$ cat src/rtl/log_pkg.sv
// log_pkg: shared types and constants for the log_tx UART log transmitter.
// Optional feature macro: LOG_TX_PARITY_EN adds an even-parity bit per byte.
package log_pkg;

   // Log word geometry
   localparam int unsigned WORD_W         = 32;
   localparam int unsigned BYTES_PER_WORD = 4;
   localparam int unsigned BYTE_W         = $clog2(BYTES_PER_WORD);

   // Serialiser FSM states; PARITY only exists when parity is compiled in
`ifdef LOG_TX_PARITY_EN
   typedef enum logic [2:0] {
      ST_IDLE,
      ST_START,
      ST_DATA,
      ST_PARITY,
      ST_STOP
   } state_t;
`else
   typedef enum logic [2:0] {
      ST_IDLE,
      ST_START,
      ST_DATA,
      ST_STOP
   } state_t;
`endif

   // Reload value for the per-bit down-counter
   function automatic logic [15:0] bit_reload(input int unsigned clks_per_bit);
      return 16'(clks_per_bit - 1);
   endfunction

endpackage

$ cat src/rtl/log_fifo.sv
// log_fifo: small synchronous FIFO for log words.
// Pointers carry one extra wrap bit so full and empty are distinguishable
// without a separate occupancy counter. Push while full and pop while empty
// are ignored so the caller cannot corrupt the pointers.
module log_fifo #(
   parameter int unsigned WIDTH = 32,
   parameter int unsigned DEPTH = 4
) (
   input  logic             clk,
   input  logic             reset_ni,
   input  logic             push,
   input  logic [WIDTH-1:0] wdata,
   input  logic             pop,
   output logic [WIDTH-1:0] rdata,
   output logic             full,
   output logic             empty
);

   localparam int unsigned AW = (DEPTH > 1) ? $clog2(DEPTH) : 1;

   logic [WIDTH-1:0] mem [DEPTH];
   logic [AW:0]      wr_ptr;
   logic [AW:0]      rd_ptr;
   logic             do_push;
   logic             do_pop;

   // Same index, different lap -> full; identical pointers -> empty
   assign full    = (wr_ptr[AW] != rd_ptr[AW]) && (wr_ptr[AW-1:0] == rd_ptr[AW-1:0]);
   assign empty   = (wr_ptr == rd_ptr);
   assign do_push = push && !full;
   assign do_pop  = pop && !empty;
   assign rdata   = mem[rd_ptr[AW-1:0]];

   // Pointer update; both wrap modulo DEPTH with the extra bit toggling
   always_ff @(posedge clk or negedge reset_ni) begin
      if (!reset_ni) begin
         wr_ptr <= '0;
         rd_ptr <= '0;
      end else begin
         if (do_push) wr_ptr <= wr_ptr + 1'b1;
         if (do_pop)  rd_ptr <= rd_ptr + 1'b1;
      end
   end

   // Storage write; contents need no reset since empty masks them
   always_ff @(posedge clk) begin
      if (do_push) mem[wr_ptr[AW-1:0]] <= wdata;
   end

endmodule

$ cat src/rtl/log_tx.sv
// log_tx: buffers 32-bit log words and streams them out a UART line,
// four bytes per word, byte 0 first, each byte start/8 data LSB-first/stop.
// Optional macro LOG_TX_PARITY_EN inserts an even-parity bit before stop.
// tx_o is a registered copy of the current line level, so the line lags the
// FSM state by one cycle; busy_o is registered the same way so it drops in
// the first idle cycle after the final stop bit.
module log_tx
   import log_pkg::*;
#(
   parameter int unsigned CLKS_PER_BIT = 16,
   parameter int unsigned FIFO_DEPTH   = 4
) (
   input  logic              clk,
   input  logic              reset_ni,
   input  logic [WORD_W-1:0] log_data_i,
   input  logic              log_valid_i,
   output logic              log_ready_o,
   output logic              tx_o,
   output logic              busy_o
);

   localparam logic [15:0]       BIT_RELOAD = bit_reload(CLKS_PER_BIT);
   localparam logic [BYTE_W-1:0] LAST_BYTE  = BYTE_W'(BYTES_PER_WORD - 1);

   state_t              state;
   logic [15:0]         baud_cnt;
   logic [2:0]          bit_cnt;
   logic [BYTE_W-1:0]   byte_cnt;
   logic [WORD_W-1:0]   word_q;
`ifdef LOG_TX_PARITY_EN
   logic                par_q;
`endif

   logic                fifo_full;
   logic                fifo_empty;
   logic [WORD_W-1:0]   fifo_rdata;
   logic                push;
   logic                pop;
   logic                bit_end;
   logic                last_byte;
   logic                line_val;

   // Ready is purely "not full": a pop in the same cycle does not open it
   assign log_ready_o = !fifo_full;
   assign push        = log_valid_i && !fifo_full;
   assign bit_end     = (baud_cnt == '0);
   assign last_byte   = (byte_cnt == LAST_BYTE);

   // Fetch a word when idle, or at the end of the last stop bit of a word
   // so the next start bit follows with no idle gap
   assign pop = !fifo_empty &&
                ((state == ST_IDLE) ||
                 ((state == ST_STOP) && bit_end && last_byte));

   log_fifo #(
      .WIDTH (WORD_W),
      .DEPTH (FIFO_DEPTH)
   ) u_fifo (
      .clk      (clk),
      .reset_ni (reset_ni),
      .push     (push),
      .wdata    (log_data_i),
      .pop      (pop),
      .rdata    (fifo_rdata),
      .full     (fifo_full),
      .empty    (fifo_empty)
   );

   // Line level implied by the current FSM state
   always_comb begin
      line_val = 1'b1;
      case (state)
         ST_START:  line_val = 1'b0;
         ST_DATA:   line_val = word_q[0];
`ifdef LOG_TX_PARITY_EN
         ST_PARITY: line_val = par_q;
`endif
         default:   line_val = 1'b1;
      endcase
   end

   // Serialiser FSM with registered line and busy outputs
   always_ff @(posedge clk or negedge reset_ni) begin
      if (!reset_ni) begin
         state    <= ST_IDLE;
         baud_cnt <= '0;
         bit_cnt  <= '0;
         byte_cnt <= '0;
         word_q   <= '0;
`ifdef LOG_TX_PARITY_EN
         par_q    <= 1'b0;
`endif
         tx_o     <= 1'b1;
         busy_o   <= 1'b0;
      end else begin
         tx_o   <= line_val;
         busy_o <= !fifo_empty || (state != ST_IDLE);

         case (state)
            ST_IDLE: begin
               if (!fifo_empty) begin
                  state    <= ST_START;
                  word_q   <= fifo_rdata;
                  byte_cnt <= '0;
                  baud_cnt <= BIT_RELOAD;
`ifdef LOG_TX_PARITY_EN
                  par_q    <= 1'b0;
`endif
               end
            end

            ST_START: begin
               if (bit_end) begin
                  state    <= ST_DATA;
                  bit_cnt  <= '0;
                  baud_cnt <= BIT_RELOAD;
               end else begin
                  baud_cnt <= baud_cnt - 16'd1;
               end
            end

            ST_DATA: begin
               if (bit_end) begin
                  // Shifting the whole word leaves the next byte's LSB at bit 0
                  word_q   <= word_q >> 1;
                  bit_cnt  <= bit_cnt + 3'd1;
                  baud_cnt <= BIT_RELOAD;
`ifdef LOG_TX_PARITY_EN
                  par_q    <= par_q ^ word_q[0];
                  if (bit_cnt == 3'd7) state <= ST_PARITY;
`else
                  if (bit_cnt == 3'd7) state <= ST_STOP;
`endif
               end else begin
                  baud_cnt <= baud_cnt - 16'd1;
               end
            end

`ifdef LOG_TX_PARITY_EN
            ST_PARITY: begin
               if (bit_end) begin
                  state    <= ST_STOP;
                  baud_cnt <= BIT_RELOAD;
               end else begin
                  baud_cnt <= baud_cnt - 16'd1;
               end
            end
`endif

            ST_STOP: begin
               if (bit_end) begin
                  if (!last_byte) begin
                     state    <= ST_START;
                     byte_cnt <= byte_cnt + 1'b1;
                     baud_cnt <= BIT_RELOAD;
`ifdef LOG_TX_PARITY_EN
                     par_q    <= 1'b0;
`endif
                  end else if (!fifo_empty) begin
                     // Word done and another is queued: chain straight into it
                     state    <= ST_START;
                     word_q   <= fifo_rdata;
                     byte_cnt <= '0;
                     baud_cnt <= BIT_RELOAD;
`ifdef LOG_TX_PARITY_EN
                     par_q    <= 1'b0;
`endif
                  end else begin
                     state    <= ST_IDLE;
                     byte_cnt <= '0;
                  end
               end else begin
                  baud_cnt <= baud_cnt - 16'd1;
               end
            end

            default: state <= ST_IDLE;
         endcase
      end
   end

endmodule
$ cat config.mk
export PLATFORM = sky130hd
export DESIGN_NAME = log_tx
export DESIGN_NICKNAME = d
export VERILOG_FILES = /design/src/rtl/log_pkg.sv /design/src/rtl/log_fifo.sv /design/src/rtl/log_tx.sv
export SDC_FILE = /design/constraint.sdc
export NUM_CORES = 1
export LEC_CHECK = 0
export BUFFER_PORTS_ARGS = -buffer_cell sky130_fd_sc_hd__buf_2
export CAP_MARGIN = 20
export CORE_MARGIN = 2
export CORE_UTILIZATION = 40
export DETAILED_ROUTE_END_ITERATION = 10
export PLACE_DENSITY = 0.66
export SYNTH_ARGS = -nofsm -noshare
export SYNTH_HDL_FRONTEND = slang
export SYNTH_SLANG_ARGS = --single-unit
$ cat constraint.sdc
create_clock -name clk -period 5.9 [get_ports clk]
set_input_delay 0.295 -clock clk [delete_from_list [all_inputs] [get_ports clk]]
set_output_delay 0.295 -clock clk [all_outputs]
set_load 0.02 [all_outputs]
======== After elaboration in Yosys (flattened, before gate mapping) ========
Memory sizes are Yosys's and may differ from the RTL's.
Cells that the tools add are included.
storage, ports and cells
  output and inout bits ................... 3
  word-level logic and storage cells ...... 80
  memory bits (writable) .................. 128
  flip-flop bits (word level) ............. 64
  memories ................................ 1
cells by class
  equality and inequality tests ........... 14
  muxes and demuxes ....................... 28
  reduce and logical (&&, ||, !) cells .... 23
  add/subtract/negate cells ............... 5
memory list
  memory      words  width  rd ports  clocked after Yosys merged registers in  write ports  RTL line        source
  u_fifo.mem  4      32     1         0                                        1            log_fifo.sv:21  logic [WIDTH-1:0] mem [DEPTH];
operators with widths
  kind                                                 number
  two-way mux 32 bit                                   4
  case mux 32 bit (3 select lines)                     1
  two-way mux 16 bit                                   4
  case mux 16 bit (3 select lines)                     1
  two-way mux 3 bit                                    7
  zero test 16 bit                                     1
  subtractor 16 x 1 -> 16 bit (second input constant)  1
  inequality test 2 bit (second input constant)        6
  case mux 3 bit (4 select lines)                      1
  adder 3 x 1 -> 3 bit (second input constant)         3
  nonzero test 3 bit                                   3
  logical AND 1 bit                                    7
  == test 3 x 2 -> 1 bit (second input constant)       2
  two-way mux 2 bit                                    3
  case mux 3 bit (2 select lines)                      1
  AND reduction 3 bit                                  2
  AND reduction 5 bit                                  1
  two-way mux 1 bit                                    4
  case mux 2 bit (2 select lines)                      1
  AND reduction 4 bit                                  1
  nonzero test 2 bit                                   2
  == test 3 x 1 -> 1 bit (second input constant)       1
  == test 3 bit                                        1
  == test 3 bit (second input constant)                1
  9 further kinds                                      11

======== Longest topological paths before layout ========
  depth after elaboration ................. 7
  gate-level depth with buffers ........... 9

======== Cells and area by module ========
From an unflattened synthesis, not the netlist that was laid out.
unflattened totals
  cell total of the unflattened synthesis .. 492
  area, all modules ....................... 8212.9 um2
by module, submodules not included
  module    instances  area each (um2)  cells an instance
  log_fifo  1          5077.4           216
  log_tx    1          3135.5           276

======== Worst setup path before layout ========
No wires, ideal clock.
  path kind ............................... reg2reg
  from .................................... register u_fifo.rd_ptr[0]
  to ...................................... memory u_fifo.mem[3][0] (enable)
  stages on the path, launching flop included .. 5
  path slack .............................. 3.651 ns
  data arrival time ....................... 1.856 ns
  buffers on the path ..................... 1
  cells stage by stage .................... dfrtp_1 > buf_2 > xnor2_1 > nand3b_1 > and3_1
between the ends
  word-level cells in the longest chain between the ends .. 7
ends and longest elaborated chain
  element                                      RTL line        source
  start, declared                              log_fifo.sv:23  logic [AW:0] rd_ptr;
  start signal, assigned                       log_fifo.sv:41  if (do_pop) rd_ptr <= rd_ptr + 1'b1;
  == test 2 bit (*)                            log_fifo.sv:28  assign full = (wr_ptr[AW] != rd_ptr[AW]) && (wr_ptr[AW-1:0] == rd_ptr[AW-1:0]);
  logical AND 1 bit (*)                        log_fifo.sv:28
  zero test 1 bit (*)                          n/a
  named net log_ready_o                        log_tx.sv:17    output logic log_ready_o,
  logical AND 1 bit                            log_tx.sv:45    assign push = log_valid_i && !fifo_full;
  logical AND 1 bit (*)                        log_fifo.sv:30  assign do_push = push && !full;
  two-way mux 1 bit (*)                        log_fifo.sv:47  if (do_push) mem[wr_ptr[AW-1:0]] <= wdata;
  two-way mux 1 bit (implied by the code) (*)  log_fifo.sv:47
  end, declared                                log_fifo.sv:21
Mark *: on every way through the listed nets, which the timed path passes. The rest lies on a longest branch.

======== Worst setup path after layout ========
  from .................................... register state[0]
  to ...................................... register word_q[0]
between the ends
  word-level cells in the longest chain between the ends .. 3
  elaborated cells on any way between the ends .. 9
ends and longest elaborated chain
  element                                                                       RTL line       source
  start, declared                                                               log_tx.sv:25   state_t state;
  start signal, assigned                                                        log_tx.sv:85   state <= ST_IDLE;
  start signal, assigned                                                        log_tx.sv:102  state <= ST_START;
  start signal, assigned                                                        log_tx.sv:114  state <= ST_DATA;
  == test 3 x 2 -> 1 bit / zero test 3 bit (equally long branches)              log_tx.sv:99   case (state)
  inequality test 2 bit (no line) / nonzero test 3 bit (equally long branches)  n/a
  AND reduction 4 bit (no line)                                                 n/a
  end signal, assigned                                                          log_tx.sv:103  word_q <= fifo_rdata;
  end signal, assigned                                                          log_tx.sv:125  word_q <= word_q >> 1;
  end signal, assigned                                                          log_tx.sv:162  word_q <= fifo_rdata;
  end, declared                                                                 log_tx.sv:29   logic [WORD_W-1:0] word_q;
Parallel ways exist; a longest one is shown, timed or not.
A chain may end at the register's enable or synchronous reset.

==> summary.md <==
| Metric | Value |
|---|---|
| Worst Setup Start Kind | flop |
| Worst min path class | input pin to asynchronous set/reset pin |
| Clock sinks | 191 |
| TritonCTS Buffers | 17 |
| Port buffer count | 37 |
| CP Launch Point | state[0] |
| Nets | 568 |
| Finished Core Util | 46.2% |
| DR DRC count | 0 |
| Die area | ~22000 um2 |
| RSZ-0062 raised after global routing | false |
| Largest area contributor in the netlist | edfxtp_1 |
| Via count | 4187 |
| First-pass GRT wire length | 24100 um |
| Wire length per cell | 18.2 um |
| Post-DRT Antenna Nets | 0 |
| Fin crit share | 48.3% |
| Core Region | between 20000 and 25000 um2 |
| Hpwl dp | 8780 um |
| DR vias/cell | 5.23 |
| Syn Nets | 526 |
| Fraction of layout cells with a size suffix above 1 | around a third |
| Largest net degree at the start of global routing | 64 |
| Arr. time, crit path | 3.17 ns |
| Slew @ Worst Pin | 0.935 ns |
| Syn Std Cell Area | 8260 um2 |
| Effective utilization at floorplan | 40.8% |
| Final global-route overflow total | 0 |
| WP data required | 6.22 ns |
| Async S/R FF share, synth | between 30 and 40% |
| Post-CTS setup buffer count | 0 |
| 1st-iter DRT viols | 287 |
| I/O Pins | 38 |
| Maximum vdd drop | 0.000299 V |
| Sequential area share after synthesis | roughly 66% |
| P per Cell Area | 342 nW/um2 |
| Slew HR | 37.7% |
| Synth Register Bits | 191 |
| Fin Setup TNS | 0 ns |
| Initial antenna violation count | 0 |
| Resized Gates After CTS | 0 |
| Post-synth EDFFs | 128 |
| Die Wd | 148 um |
| Post-CTS Hold Buffers | 0 |
| Slew Viols, Final | 0 |
| CTS tree | done |
| Die height | 148 um |
| Synth Flop Type | edfxtp_1 |
| Site row count | 52 |
| Netlist cell types | 52 |
| Final Hold Viols | 0 |
| Maximum root-to-sink buffer count | 2 |
| Final WL | roughly 15000 um |
| Routability Congestion | 0.776 |
| Antenna fix cells | 0 |
| RR Startpoint | state[0] |
| Status | completed |
| Fin Clk Skew | 0.00985 ns |
| Clock slew seen by the registers of the worst setup and hold paths | 0.07 ns |
| Cell count after synthesis | 476 |
| Synth area leaders | edfxtp_1 (47%), dfrtp_1 (19%), mux4_2 (8.7%), mux2_4 (5.5%), mux2_2 (4.8%) |
| Post-synth top area share | 46.5% |
| CP Class | flop to flop |
| CTS Root Cell | clkbuf_16 |
| CP Max Fanout | 41 |
| Area Overhead vs Synth | 13.3% |
| Final setup viols | 0 |
| Worst setup EP type | flop |
| Tot Pwr | approximately 0.0032 W |
| Syn Area/Cell | 17.4 um2 |
| Max frequency | approximately 350 MHz |
| Max-cap violations | 0 |
| Clk_lat worst skew | 0.43 ns |
| Synth Warn # | 0 |
| 1st-pass router iterations | 4 |
| Hold Slack | 0.0281 ns |
| Vias in the first global route | roughly 4500 |
| GRT Util Overall | 14.4% |
| Post-layout min period | 2.85 ns |
| CTS H-tree lvls | 4 |
| Pleak | about 3.7 nW |
## registers in the layout, indices dropped and copies added, names as in the netlist
| name | count |
|---|---|
| u_fifo.mem | 128 |
| word_q | 32 |
| baud_cnt | 16 |
| bit_cnt | 3 |
| u_fifo.rd_ptr | 3 |
| u_fifo.wr_ptr | 3 |
| byte_cnt | 2 |
| state | 2 |
| busy_o | 1 |
| tx_o | 1 |
## cell type report
| type | count | area, um2 |
|---|---|---|
| sequential | 191 | 5420 |
| inverter | 9 | 33.8 |
| clock buffer | 17 | 425 |
| fill | 1724 | 10900 |
| multi-input combinational | 254 | 2690 |
| tap | 270 | 338 |
| timing repair buffer | 45 | 245 |
| clock inverter | 15 | 206 |
## cells in the final DEF, fill, tap and decap left out, types with 4 or more instances in the layout
cell type	instances
a31oi_1	4
inv_1	9
o21ai_0	10
inv_8	7
mux2_2	35
a21oi_1	5
a21o_1	4
nand3_1	8
xnor2_1	4
nor2_1	13
dfrtp_1	61
buf_2	37
ha_1	14
buf_4	8
clkbuf_16	17
a211o_1	8
and3_1	15
mux2_4	30
nand2_1	14
nor3_1	10
edfxtp_1	128
mux4_2	32
## per-stage QoR
step,std cells,setup WS [ns],instance area [um2]
after floorplan,476,3.65,8260
after CTS,801,3.03,9360
after global routing,801,2.86,9360
after detailed placement,769,3.03,8720
final,801,3.05,9360
after global placement,769,3.17,8720
## worst paths after layout
kind | cells past startpoint | end | slack, ns
max | 6 | word_q[0] | 3.05
min | 2 | baud_cnt[13] | 0.03
max reg2reg | 6 | word_q[0] | 3.05
min reg2reg | 1 | baud_cnt[15] | 0.48
max in group asynchronous | 2 | u_fifo.rd_ptr[0] | 5.26
min in group clk | 1 | u_fifo.mem[3][10] | 0.08
## synth_stat cells, types with 3 or more instances
master and count:
nor3_1 10, a211oi_1 3, a21oi_1 5, nor2_1 13, and3_1 15, a211o_1 8
o21ai_0 10, buf_6 4, mux4_2 32, xor2_1 3, nand3_1 8, inv_1 9
a21o_1 4, dfrtp_1 62, mux2_4 30, ha_1 15, buf_2 8, o31a_1 3
mux2_2 35, xnor2_1 4, edfxtp_1 128, a31oi_1 4, nand2_1 14, nor3b_1 3
clkbuf_1 10
## per-layer routing
layer	wire length [um]	global-route usage, %
met3	494	3.40
met2	7460	24.2
met1	6370	18.5
met5	0	0
met4	277	4.71
## report_power, final
group | switching, W | internal [W]
registers | 0.0000443 | 0.00164
logic | 0.000197 | 0.000102
clock network | 0.000532 | 0.000690
total | 0.000773 | 0.00243
## cell families (layout without fill, tap and decap cells)
family,after synthesis,count (layout),synth area share (%)
multiplexers,97,97,18.9
AO/OA/AOI/OAI,54,54,5.04
flip-flops,191,191,65.6
buffers and inverters,31,86,1.89
adder cells (fa/ha/maj),15,15,2.27
AND/OR/NAND/NOR,81,81,5.47
XOR/XNOR,7,7,0.742
## critical path: stages, from the launching register on
cell and delay (ns):
dfrtp_1 0.43, inv_1 0.12, ha_2 0.81, nor2_1 0.25, a22oi_2 0.23, a21o_4 0.47, mux2_2 0.40
Note: power is estimated with default switching activity, not from simulation.
